[src/rtl/alu_pkg.sv]
// Shared ALU definitions: operation codes (also used by the ALU control decoder),
// datapath width, execution-unit state encoding and the single-cycle operation function.
package alu_pkg;

  localparam int DATA_W    = 32;
  localparam int MUL_STEPS = DATA_W;
  localparam int CNT_W     = $clog2(MUL_STEPS);
  localparam int SHAMT_W   = $clog2(DATA_W);

  localparam logic [2:0] ALU_AND  = 3'd0;
  localparam logic [2:0] ALU_XOR  = 3'd1;
  localparam logic [2:0] ALU_SLL  = 3'd2;
  localparam logic [2:0] ALU_ADD  = 3'd3;
  localparam logic [2:0] ALU_SUB  = 3'd4;
  localparam logic [2:0] ALU_MUL  = 3'd5;
  localparam logic [2:0] ALU_SRA  = 3'd6;
  localparam logic [2:0] ALU_RSVD = 3'd7;

  typedef enum logic [1:0] {
    S_IDLE = 2'd0,
    S_MUL  = 2'd1,
    S_DONE = 2'd2
  } state_t;

  // MUL is sequenced elsewhere; it and the reserved code yield 0 here.
  function automatic logic [DATA_W-1:0] alu_compute(
    input logic [2:0]        op,
    input logic [DATA_W-1:0] a,
    input logic [DATA_W-1:0] b
  );
    logic [DATA_W-1:0] res;
    res = '0;
    case (op)
      ALU_AND: res = a & b;
      ALU_XOR: res = a ^ b;
      ALU_SLL: res = a << b[SHAMT_W-1:0];
      ALU_ADD: res = a + b;
      ALU_SUB: res = a - b;
      ALU_SRA: res = $signed(a) >>> b[SHAMT_W-1:0];
      default: res = '0;
    endcase
    return res;
  endfunction

endpackage

[src/rtl/alu_mul_seq.sv]
// Iterative shift-add multiplier: one partial product per step, MUL_STEPS steps,
// returns the low DATA_W bits of the product.
module alu_mul_seq
  import alu_pkg::*;
(
  input  logic              clk_i,
  input  logic              rst_i,
  input  logic              start_i,
  input  logic              step_i,
  input  logic [DATA_W-1:0] mcand_i,
  input  logic [DATA_W-1:0] mplier_i,
  output logic              done_o,
  output logic [DATA_W-1:0] product_o
);

  localparam logic [CNT_W-1:0] LAST_STEP = CNT_W'(MUL_STEPS - 1);

  logic [DATA_W-1:0] mcand_q;
  logic [DATA_W-1:0] mplier_q;
  logic [DATA_W-1:0] acc_q;
  logic [DATA_W-1:0] acc_next;
  logic [CNT_W-1:0]  cnt_q;

  assign acc_next  = mplier_q[0] ? (acc_q + mcand_q) : acc_q;
  // product_o already includes the final step so the top can load it on that edge.
  assign product_o = acc_next;
  assign done_o    = step_i && (cnt_q == LAST_STEP);

  always_ff @(posedge clk_i or negedge rst_i) begin
    if (!rst_i) begin
      mcand_q  <= '0;
      mplier_q <= '0;
      acc_q    <= '0;
      cnt_q    <= '0;
    end else if (start_i) begin
      mcand_q  <= mcand_i;
      mplier_q <= mplier_i;
      acc_q    <= '0;
      cnt_q    <= '0;
    end else if (step_i) begin
      acc_q    <= acc_next;
      mcand_q  <= mcand_q << 1;
      mplier_q <= mplier_q >> 1;
      cnt_q    <= cnt_q + 1'b1;
    end
  end

endmodule

[src/rtl/alu_exec_unit.sv]
// EX-stage execution unit: single-cycle logic/shift/add ops and a 32-step multiply
// behind valid/ready handshakes on request and result sides.
//
//   state  | meaning
//   S_IDLE | waiting for a request, ready_o high
//   S_MUL  | multiply iterating, busy_o high
//   S_DONE | result_o valid, waiting for ready_i
module alu_exec_unit
  import alu_pkg::*;
(
  input  logic              clk_i,
  input  logic              rst_i,
  input  logic              valid_i,
  output logic              ready_o,
  input  logic [2:0]        ALUctl_i,
  input  logic [DATA_W-1:0] data1_i,
  input  logic [DATA_W-1:0] data2_i,
  output logic              valid_o,
  input  logic              ready_i,
  output logic [DATA_W-1:0] result_o,
  output logic              busy_o
);

  state_t            state_q;
  state_t            state_d;
  logic              ready_q;
  logic [DATA_W-1:0] result_q;
  logic              accept;
  logic              is_mul;
  logic              mul_start;
  logic              mul_done;
  logic [DATA_W-1:0] mul_product;

  assign accept    = valid_i && ready_q;
  assign is_mul    = (ALUctl_i == ALU_MUL);
  assign mul_start = accept && is_mul;

  alu_mul_seq u_mul_seq (
    .clk_i     (clk_i),
    .rst_i     (rst_i),
    .start_i   (mul_start),
    .step_i    (state_q == S_MUL),
    .mcand_i   (data1_i),
    .mplier_i  (data2_i),
    .done_o    (mul_done),
    .product_o (mul_product)
  );

  always_comb begin
    state_d = state_q;
    case (state_q)
      S_IDLE:  if (accept) state_d = is_mul ? S_MUL : S_DONE;
      S_MUL:   if (mul_done) state_d = S_DONE;
      S_DONE:  if (ready_i) state_d = S_IDLE;
      default: state_d = S_IDLE;
    endcase
  end

  // ready is registered so it stays low during reset and rises on the first edge after release.
  always_ff @(posedge clk_i or negedge rst_i) begin
    if (!rst_i) begin
      state_q  <= S_IDLE;
      ready_q  <= 1'b0;
      result_q <= '0;
    end else begin
      state_q <= state_d;
      ready_q <= (state_d == S_IDLE);
      if (accept && !is_mul) begin
        result_q <= alu_compute(ALUctl_i, data1_i, data2_i);
      end else if ((state_q == S_MUL) && mul_done) begin
        result_q <= mul_product;
      end
    end
  end

  assign ready_o  = ready_q;
  assign valid_o  = (state_q == S_DONE);
  assign busy_o   = (state_q == S_MUL);
  assign result_o = result_q;

endmodule

[config.mk]
export PLATFORM = sky130hd
export DESIGN_NAME = alu_exec_unit
export DESIGN_NICKNAME = d
export VERILOG_FILES = /design/src/rtl/alu_pkg.sv /design/src/rtl/alu_mul_seq.sv /design/src/rtl/alu_exec_unit.sv
export SDC_FILE = /design/constraint.sdc
export NUM_CORES = 1
export LEC_CHECK = 0
export ABC_AREA = 1
export CORE_AREA = 2 2 262 264
export DETAILED_ROUTE_END_ITERATION = 6
export DIE_AREA = 0 0 264 266
export PLACE_DENSITY = 0.5
export SLEW_MARGIN = 0
export SYNTH_ARGS = -nofsm -noshare
export SYNTH_HDL_FRONTEND = slang
export SYNTH_HIERARCHICAL = 1
export SYNTH_SLANG_ARGS = --single-unit
[constraint.sdc]
create_clock -name clk_i -period 2.05 [get_ports clk_i]
set_clock_uncertainty 0.05 [all_clocks]
set_input_delay 0.205 -clock clk_i [delete_from_list [all_inputs] [get_ports clk_i]]
set_output_delay 0.205 -clock clk_i [all_outputs]
set_load 0.03 [all_outputs]
==> impl_metrics.ini, run 1 <==
[critical_path]
path_cells = buf_8 -> inv_8 -> ha_4 -> nand3_4 -> nor3_4 -> nand4_1 -> buf_4 -> o31ai_4 -> xor2_1 -> ha_1 -> nand2_2 -> nor2_2 -> buf_4 -> a21oi_4 -> nor2_1 -> nor2_2 -> buf_4 -> nand3_2 -> nand3_2 -> nand3_2 -> nand2_2 -> a21oi_2
start_kind = input port
slowest_delay_ns = 0.38
cpMaxStageDelayCell = ha_1
crit_fanout = 4
worstSetupPathType = input port to flip-flop
cp.arrival_ns = 3.17
cp_data_required_time_ns = 2.40
end_kind = flip-flop

[final_layout]
multi_input_area_mm2 = 0.0131
nets = 3444
area_growth_pct = 57.0
nFillCells = 7324
instances_no_fill = 4168
ff_latch_area_mm2 = 0.00341
drive_gt1_share_pct = 32.4
final_core_util_pct = 37.3
antennaDiodeCount = 0

[synth]
async_reset_ff_share_pct = 100
yosysUniqueCellTypes = 54
ys_seq_elements = 136
synthesis.nets = 2894
synth_area_leader_cell = nand2_1
syn_area_mm2 = 0.0161
ys_warn_count = 6
synth_flop_cell = dfrtp_1
syn-instance-count = 2723
yosysSeqAreaShare_pct = 21.2
synthTopCellsByArea = nand2_1 (23%), dfrtp_1 (21%), nand3_1 (11%), ha_1 (7.6%), inv_1 (7.1%)
netlist.area_leader.share_pct = 23.4
synth-edff-count = 0
syn-mean-instance-area_um2 = 5.90

[clock_network]
cts_buffers = 17
cts.sink_count = 136
clk_latency_ns = 0.49
root_buffer = clkbuf_16
clk_pin_slew_ns = 0.07
cts_tree = yes
clk_path_buf_depth = 2
htreeDepth = 4

[global_route]
grt_pass1_vias = 19000
grt_max_degree = 70
grt_usage_pct = 21.9
gr-total-overflow = 0
grt_first_pass_wirelength_mm = 116
grt_antenna_before_repair = 0

[die]
die-width_um = 264
num_rows = 96
start_util_pct = 23.7
chipHeight_um = 266
io_pins = 106
dieArea_mm2 = 0.0702
coreArea_mm2 = 0.0677

[timing]
finalHoldViolations = 0
setup_viol = 38
finalMaxSlewViolations = 0
fin_crit_sh_pct = 138
rsz0062_at_grt = yes
worst_pin_slew_ns = 0.780
fin_ws_ns = -0.778
slew_headroom_pct = 48.0
max_freq_mhz = 354
hold-worst-slack_ns = 0.0518
period_needed_ns = 2.83

[power]
ir_worst_vdd_mv = 0.700
power_leakage_uw = 0.0127
power_density_mw_per_mm2 = 1120
power_uw = 28400

[detailed_routing]
drt_pass1_iterations = 7
ant_nets = 0
vias_per_cell = 4.82
drt_wl_total_mm = 78.0
drt_iter0_markers = 1414
dr_total_vias = 20100
drc_errors = 0
post_drt_wl_per_cell_um = 18.7

[hold_path]
hp-class = input port to flip-flop

[placed_design]
io_buffers = 105
place_hpwl_mm = 61.7
dpl.cell_count = 4068
gp_congestion = 0.959
post-place-ws_ns = -1.86

[status]
status = complete, but fails checks
violations = setup timing

[flow_run]
maxCapViolations = 0
worst max-delay path, delay by kind of cell:
kind | cells | cell delay (ns)
AOI/OAI and AO/OA | 3 | 0.41
xor gates and xnor gates | 1 | 0.10
adders and majority gates | 2 | 0.52
and+or+nand+nor | 11 | 1.27
buffers and inverters | 5 | 0.64
sequential cells by signal (all words and copies together), names as in the netlist:
| register | flops |
|---|---|
| ready_o | 1 |
| result_o | 32 |
| state_q | 2 |
| u_mul_seq/acc_q | 32 |
| u_mul_seq/cnt_q | 5 |
| u_mul_seq/mcand_q | 32 |
| u_mul_seq/mplier_q | 32 |
cell usage after synthesis (all sizes together), types with 5 or more instances:
cell and number:
nor4 6, o221ai 23, ha 98, o21ai 112, and2 30, nand4 11, nor3 19, clkbuf 43
o21bai 9, o211ai 31, nand2 1018, buf 68, a21oi 111, a31oi 5, nand3b 13, a22o 23
xor2 34, xnor2 16, nor2 171, o21a 5, a22oi 7, or2 17, dfrtp 136, inv 318
nand3 375
final timing paths:
check / from / end / slack (ns) / depth (start not counted)
setup / recovery: data2_i[0] / result_o[26]$_DFFE_PN0P_ / -0.78 / 22
hold / removal: data2_i[5] / u_mul_seq/mplier_q[5]$_DFFE_PN0P_ / 0.05 / 4
setup reg to reg: u_mul_seq/mcand_q[0]$_DFFE_PN0P_ / result_o[24]$_DFFE_PN0P_ / -0.49 / 13
hold reg to reg: u_mul_seq/mplier_q[6]$_DFFE_PN0P_ / u_mul_seq/mplier_q[5]$_DFFE_PN0P_ / 0.43 / 2
max in group asynchronous: rst_i / u_mul_seq/mplier_q[5]$_DFFE_PN0P_ / 1.16 / 3
min in group asynchronous: rst_i / u_mul_seq/acc_q[21]$_DFFE_PN0P_ / 0.13 / 2
logic make-up after synthesis:
family                     count (synthesis)  synth area share (%)
muxes                                      2                 0.125
buffers and inverters                    430                  10.8
adders and majority gates                100                  7.87
and+or+nand+nor                         1661                  44.1
AOI/OAI and AO/OA                        344                  13.2
xor gates and xnor gates                  50                  2.72
DFF                                      136                  21.2
cells in the final DEF, fill, tap and decap left out, types with 8 or more instances in the layout:
master / instances
nor3_2: 9
inv_2: 26
nand2_2: 118
a21oi_1: 67
o21ai_0: 65
nand3b_1: 13
xor2_1: 31
buf_4: 458
or2_2: 12
nand3_2: 52
ha_4: 40
nor2_4: 28
a22o_1: 23
a21oi_2: 39
nand2_1: 871
o211ai_1: 31
dfrtp_1: 131
o21ai_1: 29
nor2_2: 39
and2_1: 30
o221ai_1: 23
xnor2_1: 8
nand3_4: 15
nand3_1: 308
nor2_1: 104
clkdlybuf4s50_1: 78
clkbuf_16: 17
o21ai_2: 15
buf_6: 39
xnor2_2: 8
nand4_1: 10
inv_1: 286
nand2_4: 29
ha_1: 53
buf_12: 34
area by class of cell:
| cell class | count | share of cell area [%] |
|---|---|---|
| Clock buffer | 18 | 1.74 |
| Sequential cell | 136 | 13.5 |
| Tap cell | 882 | 4.37 |
| Inverter | 319 | 4.86 |
| Multi-Input combinational cell | 2157 | 52.1 |
| Clock inverter | 14 | 0.590 |
| Timing Repair Buffer | 641 | 22.9 |
| Timing Repair inverter | 1 | 0.0248 |
per-layer routing:
layer / vias up / global-route usage (%) / routed length, µm
met5: - / 0 / 0
met4: 0 / 11.1 / 4140
met3: 128 / 2.35 / 3550
met2: 556 / 36.1 / 36200
met1: 9451 / 28.4 / 34100
li1: 9969 / - / -
what timing repair did:
action | in CTS | in global routing
hold buffers | 1 | 0
pin swaps | 97 | 156
resized for setup | 254 | 311
cloned | 7 | 0
endpoints found under the hold margin | 114 | 0
setup buffers | 38 | 29
endpoints found under the setup margin | 53 | 112
metrics by stage:
stage               TNS (ns)  area [µm²]
global route          -23.57       25300
CTS                   -17.56       23800
global placement      -59.66       21900
floorplan             -18.37       16400
finish                -17.94       25300
detailed placement    -61.27       21900
where the power goes:
group	switching (µW)	internal [µW]
clock network	1540	1650
registers	1170	3980
logic	10900	9160
(Power assumes the default switching activity.)
==> run 2: changes to the inputs <==
--- a/config.mk
+++ b/config.mk
@@ -5,10 +5,9 @@
 export SDC_FILE = /design/constraint.sdc
 export NUM_CORES = 1
 export LEC_CHECK = 0
-export ABC_AREA = 1
-export CORE_AREA = 2 2 262 264
+export CORE_AREA = 2 2 255 257
 export DETAILED_ROUTE_END_ITERATION = 6
-export DIE_AREA = 0 0 264 266
+export DIE_AREA = 0 0 257 259
 export PLACE_DENSITY = 0.5
 export SLEW_MARGIN = 0
 export SYNTH_ARGS = -nofsm -noshare
==> run 2 against run 1 <==
Against the previous run:
- the flow still finishes with violations (setup timing)
- flip-flop and latch count did not move
- power rose by 2.7%
- worst setup slack got worse by 0.89 ns
- first-iteration DRC count rose by 5.4%
- clock-buffer cell count fell by 1
- wire length fell by 2.9%
- synthesized cell count fell by 33%
- global-route usage rose by 0.61 points
- non-clock buffer count rose by 172
- critical endpoint is now result_o[29]$_DFFE_PN0P_
- largest cell class unchanged
==> impl_metrics.ini, run 2 <==
[status]
status = complete, but fails checks
violations = setup timing

[clock_network]
clk_latency_ns = 0.49
clk_path_buf_depth = 2
htreeDepth = 4
cts.sink_count = 136
clk_pin_slew_ns = 0.07
cts_buffers = 17
root_buffer = clkbuf_16
cts_tree = yes

[detailed_routing]
dr_total_vias = 17700
vias_per_cell = 5.20
ant_nets = 0
drt_iter0_markers = 1490
drc_errors = 0
drt_wl_total_mm = 75.7
post_drt_wl_per_cell_um = 22.2
drt_pass1_iterations = 5

[placed_design]
place_hpwl_mm = 59.7
io_buffers = 105
post-place-ws_ns = -2.04
gp_congestion = 0.955

[timing]
finalHoldViolations = 0
worst_pin_slew_ns = 1.17
fin_ws_ns = -1.67
fin_crit_sh_pct = 181
final.setup.tns_ns = -50.40
setup_viol = 60
slew_headroom_pct = 21.5
finalMaxSlewViolations = 0
period_needed_ns = 3.72
max_freq_mhz = 269
rsz0062_at_grt = yes

[critical_path]
timing.rr.end = result_o[29]$_DFFE_PN0P_
end_kind = flip-flop
reg2reg_from = u_mul_seq/acc_q[18]$_DFFE_PN0P_
cp.arrival_ns = 4.05
cp_data_required_time_ns = 2.38
reg2reg_setup_slack_ns = -1.67
worst-r2r-cell-count = 17
start_kind = flip-flop
crit_fanout = 2
worstSetupPathType = flip-flop to flip-flop

[final_layout]
nets = 2706
final_cell_mix = buf_4 (621), nor2_1 (183), nand2_1 (162), mux2i_1 (152), dfrtp_1 (136)
layout_commonest_cell = buf_4
area_growth_pct = 65.7
drive_gt1_share_pct = 44.0
final_core_util_pct = 39.3

[synth]
synth_area_leader_cell = dfrtp_1
yosysSeqAreaShare_pct = 22.5
synth-compound-area-share_pct = 23.9
synth_top_family_by_area = compound AO/OA/AOI/OAI gates
ys_seq_elements = 136
yosys.area_share.simple_pct = 16.5
yosysUniqueCellTypes = 92
syn-mean-instance-area_um2 = 8.26
synth_common_cells = nor2_1 (203), nand2_1 (178), mux2i_1 (154), o21ai_0 (153), dfrtp_1 (136)
synth-adder-area-share_pct = 8.36
yosys.cell_count.top_type = nor2_1
synth.area.mux_share_pct = 19.7
synth-edff-count = 0
async_reset_ff_share_pct = 100
syn_area_mm2 = 0.0151
syn-instance-count = 1833
synthTopCellsByArea = dfrtp_1 (22%), mux2i_1 (10%), ha_1 (8.1%), mux4_2 (5.9%), o21ai_0 (5.1%)
synthesis.nets = 2004
ys_warn_count = 6
synth_xor_area_share_pct = 4.33
synth_flop_cell = dfrtp_1
netlist.area_leader.share_pct = 22.5

[die]
start_util_pct = 23.7
coreArea_mm2 = 0.0639
dieArea_mm2 = 0.0666
die-width_um = 257
num_rows = 93
chipHeight_um = 259
io_pins = 106

[power]
p_clk_share_pct = 11.9
ir_worst_vdd_mv = 0.648
switchingPower_uw = 12800
power_leakage_uw = 0.0110
swShare_pct = 43.9
power_frac_seq_pct = 17.6
internal_power_uw = 16400
power_density_mw_per_mm2 = 1160
power_uw = 29100
pwr-share-comb_pct = 70.5

[global_route]
grt_pass1_vias = 18000
gr-total-overflow = 0
grt_usage_pct = 22.5
grt_max_degree = 86
grt_first_pass_wirelength_mm = 113
grt_antenna_before_repair = 3

[flow_run]
maxCapViolations = 0

[hold_path]
hp-class = input port to asynchronous set/reset pin
## run 2: logic make-up after synthesis
logic type,count (synthesis)
flops,136
simple gates,551
buf+inv,167
compound gates,563
mux,242
xor+xnor,74
fa+ha+maj,100
## run 2: routing by layer
metal | up-vias | part of all wire [%] | track usage, % | wire, µm
met5 | - | 0.025 | 0 | 19
met4 | 4 | 3.8 | 8.82 | 2890
met3 | 127 | 5.4 | 3.23 | 4060
met2 | 560 | 47 | 37.2 | 35400
met1 | 8778 | 44 | 29.6 | 33400
li1 | 8234 | - | - | -
## run 2: metrics by stage
| step | cell area [µm²] | instances | hold slack (ns) |
|---|---|---|---|
| after floorplan | 15800 | 1833 | -0.141 |
| after global placement | 22200 | 3300 | 0.00637 |
| after detailed placement | 22200 | 3300 | 0.0110 |
| after CTS | 24500 | 3384 | 0.0225 |
| after global routing | 25100 | 3403 | 0.0606 |
| final | 25100 | 3404 | 0.0606 |
## run 2: cell type report
cell class                      instances  area, µm²
Antenna cell                            1       2.50
Clock buffer                           17        425
Clock inverter                         15        210
Fill cell                            6426      38800
Inverter                               37        156
Multi-Input combinational cell       1530      12800
Sequential cell                       136       3400
Tap cell                              855       1070
Timing Repair Buffer                  813       6990
## run 2: worst max-delay path, cell delays in order, from the launching register on
cell	delay [ns]
dfrtp_1	0.42
ha_4	0.26
a211oi_2	0.18
nand2_1	0.12
or2_4	0.26
nor4b_4	0.27
buf_4	0.18
nor2_4	0.05
a211oi_4	0.29
o31ai_2	0.12
xnor2_2	0.17
mux2_4	0.29
nor2_4	0.09
nor2_2	0.05
a221o_1	0.31
a21oi_2	0.17
o221ai_2	0.13
o21a_1	0.19
## run 2: repair_timing
action	CTS	global route
gates resized for setup	291	98
endpoints found under the hold margin	137	0
gates cloned	2	1
pin swaps	134	84
setup endpoints to repair	70	61
setup buffers	57	22
hold buffers	2	0
## run 2: power groups by stage
stage	clock network, µW	registers [µW]	logic (µW)
2_1_floorplan	0	5260	8480
3_3_place_gp	0	5080	16700
3_5_place_dp	0	5090	16900
4_1_cts	3600	5120	19300
5_1_grt	3670	5270	22000
6_report	3480	5130	20500
## run 2: how the worst max path moves through the flow
| stage | start | end | slack [ns] | cells past startpoint |
|---|---|---|---|---|
| detailed placement | data2_i[16] | result_o[31]$_DFFE_PN0P_ | -2.04 | 15 |
| CTS | u_mul_seq/acc_q[18]$_DFFE_PN0P_ | result_o[31]$_DFFE_PN0P_ | -1.63 | 18 |
| finish | u_mul_seq/acc_q[18]$_DFFE_PN0P_ | result_o[29]$_DFFE_PN0P_ | -1.67 | 17 |
| global placement | data2_i[16] | result_o[31]$_DFFE_PN0P_ | -2.05 | 15 |
| global route | u_mul_seq/acc_q[18]$_DFFE_PN0P_ | result_o[29]$_DFFE_PN0P_ | -1.76 | 17 |
| floorplan | data2_i[16] | result_o[31]$_DFFE_PN0P_ | -1.41 | 15 |
==> run 3: changes to the inputs <==
--- a/config.mk
+++ b/config.mk
@@ -5,9 +5,10 @@
 export SDC_FILE = /design/constraint.sdc
 export NUM_CORES = 1
 export LEC_CHECK = 0
-export CORE_AREA = 2 2 255 257
+export ABC_CLOCK_PERIOD_IN_PS = 2050
+export CORE_AREA = 3 3 256 258
 export DETAILED_ROUTE_END_ITERATION = 6
-export DIE_AREA = 0 0 257 259
+export DIE_AREA = 0 0 259 261
 export PLACE_DENSITY = 0.5
 export SLEW_MARGIN = 0
 export SYNTH_ARGS = -nofsm -noshare
==> run 3 against run 2 <==
Against the previous run:
- the flow still finishes with violations (setup timing)
- register-to-register slack better by 0.08 ns
- via count is 1.3% higher
- critical endpoint is now result_o[31]$_DFFE_PN0P_
- hold slack better by 0.013 ns
- wire length is 3.0% higher
- utilization is 0.85 points higher
- first-iteration DRC count is 9.9% higher
- critical path depth is 1 higher
- sequential share of layout area is 0.14 points lower
- combinational power hardly changed
- power is 0.12% lower
- global-route usage is 0.18 points higher
==> impl_metrics.ini, run 3 (same netlist as run 2, synthesis figures left out) <==
[critical_path]
cp.arrival_ns = 3.96
timing.rr.end = result_o[31]$_DFFE_PN0P_
path_cells = ha_4 -> a211oi_2 -> nand2_1 -> or2_1 -> nor4b_2 -> buf_4 -> nor2_4 -> a211oi_4 -> buf_6 -> o31ai_4 -> nand2_1 -> nand4b_1 -> nor2_1 -> nor2_2 -> a221oi_2 -> o221ai_2 -> a311oi_2 -> a31oi_1
cp_common_cell = nand2_1
worst-r2r-cell-count = 18
crit_cells = 18
cpMaxStageDelayCell = dfrtp_1
crit_fanout = 4
reg2reg_setup_slack_ns = -1.59
reg2reg_from = u_mul_seq/mcand_q[18]$_DFFE_PN0P_
end_kind = flip-flop
start_kind = flip-flop
cp_data_required_time_ns = 2.37
worstSetupPathType = flip-flop to flip-flop
cp_num_buf_inv = 2
crit_family = compound AO/OA/AOI/OAI gates
slowest_delay_ns = 0.43

[die]
num_rows = 92
coreArea_mm2 = 0.0632
chipHeight_um = 261
die-width_um = 259
start_util_pct = 24.0
io_pins = 106
dieArea_mm2 = 0.0676

[clock_network]
htreeDepth = 4
cts_tree = yes
clk_latency_ns = 0.51
clk_path_buf_depth = 2
root_buffer = clkbuf_16
clk_pin_slew_ns = 0.08
cts.sink_count = 136
cts_buffers = 17

[timing]
finalMaxSlewViolations = 0
period_needed_ns = 3.64
fin_ws_ns = -1.59
max_freq_mhz = 275
finalHoldViolations = 0
rsz0062_at_grt = yes
setup_viol = 60
worst_pin_slew_ns = 0.774
slew_headroom_pct = 48.2
fin_crit_sh_pct = 178

[detailed_routing]
drc_errors = 0
dr_total_vias = 17900
vias_per_cell = 5.28
drt_pass1_iterations = 7
post_drt_wl_per_cell_um = 23.0
ant_nets = 0
drt_wl_total_mm = 78.0
drt_iter0_markers = 1638

[global_route]
met2_usage_pct = 36.0
grt_usage_pct = 22.7
grt_first_pass_wirelength_mm = 114
grt_pass1_vias = 17800
grt_max_degree = 72
top_usage_layer = met2
grt_antenna_before_repair = 3
gr-total-overflow = 0
use_met3_pct = 4.12
grtUsageMet1_pct = 30.7

[final_layout]
drive_gt1_share_pct = 44.7
final_area_mm2 = 0.0254
nets = 2709
final_cell_mix = buf_4 (612), nor2_1 (175), nand2_1 (163), mux2i_1 (153), dfrtp_1 (136)
layout_commonest_cell = buf_4
instances_no_fill = 3398
area_growth_pct = 67.4

[power]
internal_power_uw = 16100
switchingPower_uw = 13000
power_uw = 29100
power_frac_seq_pct = 17.6
pwr-share-comb_pct = 71.1
power_density_mw_per_mm2 = 1150
ir_worst_vdd_mv = 0.708
p_clk_share_pct = 11.3
swShare_pct = 44.6
power_leakage_uw = 0.0110

[hold_path]
hp-class = input port to flip-flop
whs_endpoint = u_mul_seq/mplier_q[5]$_DFFE_PN0P_
min_path_cells = 3
hp-start = data2_i[5]

[flow_run]
maxCapViolations = 0

[placed_design]
gp_congestion = 0.986
dpl.cell_count = 3295
place_hpwl_mm = 61.0
io_buffers = 105
post-place-ws_ns = -2.07
place_area_mm2 = 0.0223

[status]
violations = setup timing
status = complete, but fails checks
## run 3: cell types whose count changed in the layout (fill, tap and decap cells not counted), sizes merged
| cell | previous run | this run |
|---|---|---|
| inv | 41 | 43 |
| buf | 715 | 714 |
| bufbuf | 1 | 4 |
| dlygate4sd2 | 13 | 16 |
| clkdlybuf4s50 | 69 | 72 |
| bufinv | 3 | 1 |
| clkbuf | 20 | 19 |
| clkdlybuf4s15 | 4 | 2 |
| dlymetal6s2s | 6 | 4 |
## run 3: per-stage QoR
step	util, %	hold slack (ns)	TNS [ns]
finish	40.1	0.0736	-49.10
global route	40.1	0.113	-56.70
CTS	39.0	0.0489	-50.06
detailed placement	35.2	0.126	-100.72
global placement	35.2	0.122	-98.88
floorplan	-	-0.141	-33.56
## run 3: power by group through the flow
stage	logic (µW)	registers, µW	clock network (µW)
6_report	20700	5130	3280
5_1_grt	22200	5250	3440
4_1_cts	19600	5100	3370
3_5_place_dp	17000	5070	0
3_3_place_gp	16900	5040	0
2_1_floorplan	8480	5260	0
## run 3: tightest hold or removal path: cells and delay by family
family	cells	cell delay [ns]
simple gates	1	0.06
compound gates	1	0.06
buf+inv	1	0.25
## run 3: how the worst max path moves through the flow
stage                                       from                        to
4_1_cts        u_mul_seq/mcand_q[14]$_DFFE_PN0P_  result_o[29]$_DFFE_PN0P_
6_report       u_mul_seq/mcand_q[18]$_DFFE_PN0P_  result_o[31]$_DFFE_PN0P_
2_1_floorplan                        data2_i[16]  result_o[31]$_DFFE_PN0P_
5_1_grt        u_mul_seq/mcand_q[18]$_DFFE_PN0P_  result_o[31]$_DFFE_PN0P_
3_3_place_gp                         data2_i[17]  result_o[31]$_DFFE_PN0P_
3_5_place_dp                         data2_i[17]  result_o[31]$_DFFE_PN0P_
## run 3: repair_timing
action,in CTS,in global routing
endpoints found under the hold margin,120,1
gates cloned,6,1
hold buffers,1,1
gates resized for setup,313,122
endpoints found under the setup margin,61,118
buffers inserted,61,21
pin swaps,152,108
## run 3: routing by layer
metal | wire length (µm) | up-vias | part of all wire, %
met2 | 35400 | 717 | 45
met3 | 5710 | 160 | 7.3
met1 | 33800 | 8793 | 43
met4 | 3150 | 2 | 4.0
li1 | - | 8257 | -
met5 | 5 | - | 0.0064
## run 3: area by class of cell
class / instances / area [µm²]
clock inverters: 15 / 159
well taps: 846 / 1060
clock buffers: 17 / 425
diodes: 1 / 2.50
multi-input cells: 1530 / 13000
inverters: 37 / 159
fillers: 6207 / 37800
flip-flops and latches: 136 / 3400
repair buffers: 816 / 7160
==> edit 1 (settings of run 2) <==
`DATA_W`: 32 -> 16.
--- a/src/rtl/alu_pkg.sv
+++ b/src/rtl/alu_pkg.sv
@@ -2,7 +2,7 @@
 // datapath width, execution-unit state encoding and the single-cycle operation function.
 package alu_pkg;
 
-  localparam int DATA_W    = 32;
+  localparam int DATA_W    = 16;
   localparam int MUL_STEPS = DATA_W;
   localparam int CNT_W     = $clog2(MUL_STEPS);
   localparam int SHAMT_W   = $clog2(DATA_W);
Ports: changed (resized data1_i, data2_i and result_o); port bits go from 106 to 58. No check against the original RTL was run, so the function may have changed too.
==> edit 1 against run 2 <==
  * The flow still finishes with violations (negative setup slack)
  * Final area is 50% lower
  * Critical endpoint is now result_o[12]
  * Synthesized cell count is 54% lower
  * Hold slack better by 62 ps
  * First-iteration DRC count is 59% lower
  * Die area stayed put
  * Power is 54% lower
  * Via count is 55% lower
  * Sequential cell count is 65 lower
  * Setup slack better by 660 ps
  * Area after synthesis is 51% lower
  * Routed wire length is 56% lower
  * Utilization is 20 points lower
==> edit 1: results (changes against run 2) <==
Timing
  – Final setup fails: 22 (-63%)
  – Final WS setup: -1010 ps (+660 ps)
  – Slew HR: 55.7% (+34 points)

Critical path
  – Slowest stage delay, CP: 380 ps (-40 ps)
  – CP Data Arrival Time: 3220 ps (-830 ps)

Finish
  – Core Util, Final: 19.6% (-20 points)
  – Fill cells: 7,007 (+9.0%)
  – Final net count: 1,254 (-54%)
  – Seq. cell area: 1780 sq um (-48%)
  – Final non-clock buffer share: 24.4% (-3.4 points)
  – Non-clk bufs: 366 (-55%)
  – Clock buffer cells: 14 (-3)

Hold path
  – Worst Hold Class: in2reg

Placed design
  – Port Buf Inserts: 57 (-46%)

Synth
  – Synth Area in XOR/XNOR: 4.09% (-0.24 points)
  – Synth unique cells: 79 (-14%)
  – Adder-cell share of the synthesized area: 8.79% (+0.43 points)
  – Mapped Nets: 930 (-54%)
  – Sequential share of the synthesized area: 23.9% (+1.4 points)
  – Synth area leaders: dfrtp_1 24%, mux2i_1 12%, ha_1 8.3%
  – Post-synth top cells: 93 x nand2_1, 90 x mux2i_1, 71 x dfrtp_1

Routing
  – Drt pass-1 iters: 7 (+2)
  – WL met3: 1490 um (-63%)
  – Routed wl met2: 16,600 um (-53%)
  – Routed wire length per instance: 16.6 um (-25%)

Global routing
  – GR Util met1: 12.6% (-17 points)
  – GR met2 Demand/Resource: 17.2% (-20 points)
  – First-pass GRT wire length: 50,500 um (-55%)
  – Total global-route track usage: 9.90% (-13 points)
  – Met3 Track Usage GR: 1.53% (-1.7 points)
  – Antenna violations before repair: 1 (-2)

Status
  – Violated checks: negative setup slack
  – Status: finished with violations

CTS
  – H-Tree Depth: 3 (-1)
  – Insertion delay of the later-clocked pin in the worst-skew pair: 350 ps (-140 ps)
  – Cts hold-fix bufs: 1 (-1)
  – Setup Fix Bufs, Post-CTS: 28 (-51%)

Power
  – Sw Ratio: 42.7% (-1.1 points)
## edit 1: cell types whose count changed in the layout (fill, tap and decap cells not counted), moves of 26 or more
cell,change
buf_4,-348
nor2_1,-128
nand2_1,-76
a21oi_1,-72
dfrtp_1,-66
o21ai_0,-65
mux2i_1,-64
ha_1,-41
clkdlybuf4s50_1,-40
buf_6,-26
## edit 1: path summary, 6_finish.rpt
kind                       cells after the start  slack, ps               endpoint
max reg2reg                                   13      -1010           result_o[12]
min                                            3        120  u_mul_seq/mplier_q[2]
max in group asynchronous                      3        980  u_mul_seq/mplier_q[9]
min reg2reg                                    1        490            result_o[0]
min in group asynchronous                      2        360  u_mul_seq/mplier_q[0]
max                                           13      -1010           result_o[12]
## edit 1: per-stage QoR
stage                     cells  hold slack, ps  power, mW
final                      2025             123       13.5
after global routing       2025             153       14.4
after CTS                  2017             111       12.7
after detailed placement   1975             192       10.0
after global placement     1975             191       9.93
after floorplan             840            -141       6.49
==> edit 2 (config.mk and constraints of run 2) <==
Made on the original files. The 3 states of `state_t` get a one-hot encoding in 3 bits.
--- a/src/rtl/alu_pkg.sv
+++ b/src/rtl/alu_pkg.sv
@@ -16,10 +16,10 @@
   localparam logic [2:0] ALU_SRA  = 3'd6;
   localparam logic [2:0] ALU_RSVD = 3'd7;
 
-  typedef enum logic [1:0] {
-    S_IDLE = 2'd0,
-    S_MUL  = 2'd1,
-    S_DONE = 2'd2
+  typedef enum logic [2:0] {
+    S_IDLE = 3'b001,
+    S_MUL  = 3'b010,
+    S_DONE = 3'b100
   } state_t;
 
   // MUL is sequenced elsewhere; it and the reserved code yield 0 here.
Behaviour: same outputs for any inputs over 10 cycles, from zero or initial values and one cycle with rst_i low; not proved beyond that.
==> edit 2 against run 2 <==
  * The flow still finishes with violations (negative setup slack)
  * Sequential cell count increased by 1
  * Final area increased by 1.8%
  * Area after synthesis increased by 0.12%
  * Power decreased by 6.3%
  * First-iteration DRC count decreased by 5.0%
  * Synthesized cell count decreased by 2.5%
  * Global-route usage increased by 0.70 points
  * Routed wire length increased by 5.0%
  * Clock power about the same
  * Setup slack got worse by 130 ps
  * Critical path type is now in2reg
==> edit 2: results (changes against run 2) <==
Status
  – Status: finished with violations
  – Violated checks: negative setup slack

Critical path
  – Reg2Reg Launch Point: u_mul_seq/mcand_q[0]
  – Worst path slowest cell: or4_4
  – CP max FO: 4 (+2)
  – Critical path's top delay family: simple AND/OR/NAND/NOR gates
  – Slowest stage delay, CP: 580 ps (+160 ps)
  – CP Data Arrival Time: 4210 ps (+160 ps)

Synth
  – Synth Area per Inst: 8.48 sq um (+2.7%)
  – Synth unique cells: 86 (-6.5%)
  – Synth Instances: 1,787 (-2.5%)
  – Synth Register Bits: 137 (+0.74%)
  – Mapped Nets: 1,958 (-2.3%)
  – Synth area leaders: dfrtp_1 22%, mux2i_1 11%, ha_1 8.1%

Timing
  – Final setup fails: 62 (+3.3%)
  – Final WS setup: -1790 ps (-126 ps)

Routing
  – Routed vias: 17,582 (-0.68%)
  – Detailed Route Iter0 Violations: 1,416 (-5.0%)

Global routing
  – First-pass GRT wire length: 115,000 um (+1.9%)
  – Largest net degree at the start of global routing: 81 (-5.8%)

Finish
  – Layout cell share with drive strength beyond 1: 44.8% (+0.82 points)
  – Multi-input logic area: 13,100 sq um (+1.8%)
  – Non-clk bufs: 796 (-2.1%)
  – Seq area share: 13.4% (-0.12 points)

Placed design
  – Place WS: -2380 ps (-340 ps)
  – Dpl cell area: 22,100 sq um (-0.76%)
  – Post-DP HPWL: 60,500 um (+1.3%)
  – Inst Count DP: 3,242 (-1.8%)

Power
  – Worst VDD drop: 0.000616 V (-4.9%)
edit 2: cell count changes in the layout (fill, tap and decap cells not counted), sizes merged, moves of 15 or more:
| cell | before | now |
|---|---|---|
| buf | 715 | 692 |
| nor2 | 206 | 187 |
| a21oi | 132 | 116 |
| xnor2 | 52 | 36 |
| xor2 | 22 | 37 |
edit 2: power by group:
part | total [mW] | internal, mW | leakage [nW] | switching [mW]
clock | 3.48 | 2.05 | 0.299 | 1.43
sequential | 5.22 | 3.93 | 1.74 | 1.29
combinational | 18.6 | 9.46 | 9.20 | 9.16
total | 27.3 | 15.4 | 11.2 | 11.9
edit 2: cells by family after synthesis:
logic type | after synthesis | share of synthesized area, %
AND/OR/NAND/NOR | 536 | 16.3
buffers and inverters | 149 | 3.99
adder cells (fa/ha/maj) | 100 | 8.35
multiplexers | 257 | 21.7
XOR/XNOR | 73 | 4.22
flip-flops | 137 | 22.6
AO/OA/AOI/OAI | 535 | 22.8
edit 2: what timing repair did:
action | CTS | global route
endpoints found under the hold margin | 42 | 0
pin swaps | 120 | 133
resized for setup | 287 | 188
hold buffers | 1 | 0
setup buffers | 45 | 45
setup endpoints to repair | 103 | 70
cloned | 7 | 2
edit 2: per-layer routing:
metal | part of all wire, % | global-route usage (%)
met4 | 3.2 | 7.51
met5 | 0 | 0
met1 | 44 | 30.7
met2 | 45 | 37.0
met3 | 7.7 | 5.91
edit 2: worst paths after layout:
path	to	slack (ps)	depth (start not counted)
max in group asynchronous	u_mul_seq/acc_q[1]	980	3
min in group asynchronous	u_mul_seq/acc_q[15]	210	2
worst min register to register	u_mul_seq/cnt_q[4]	510	2
worst min-delay path	u_mul_seq/mcand_q[9]	120	4
worst max-delay path	result_o[29]	-1790	17
worst max register to register	result_o[26]	-1680	19
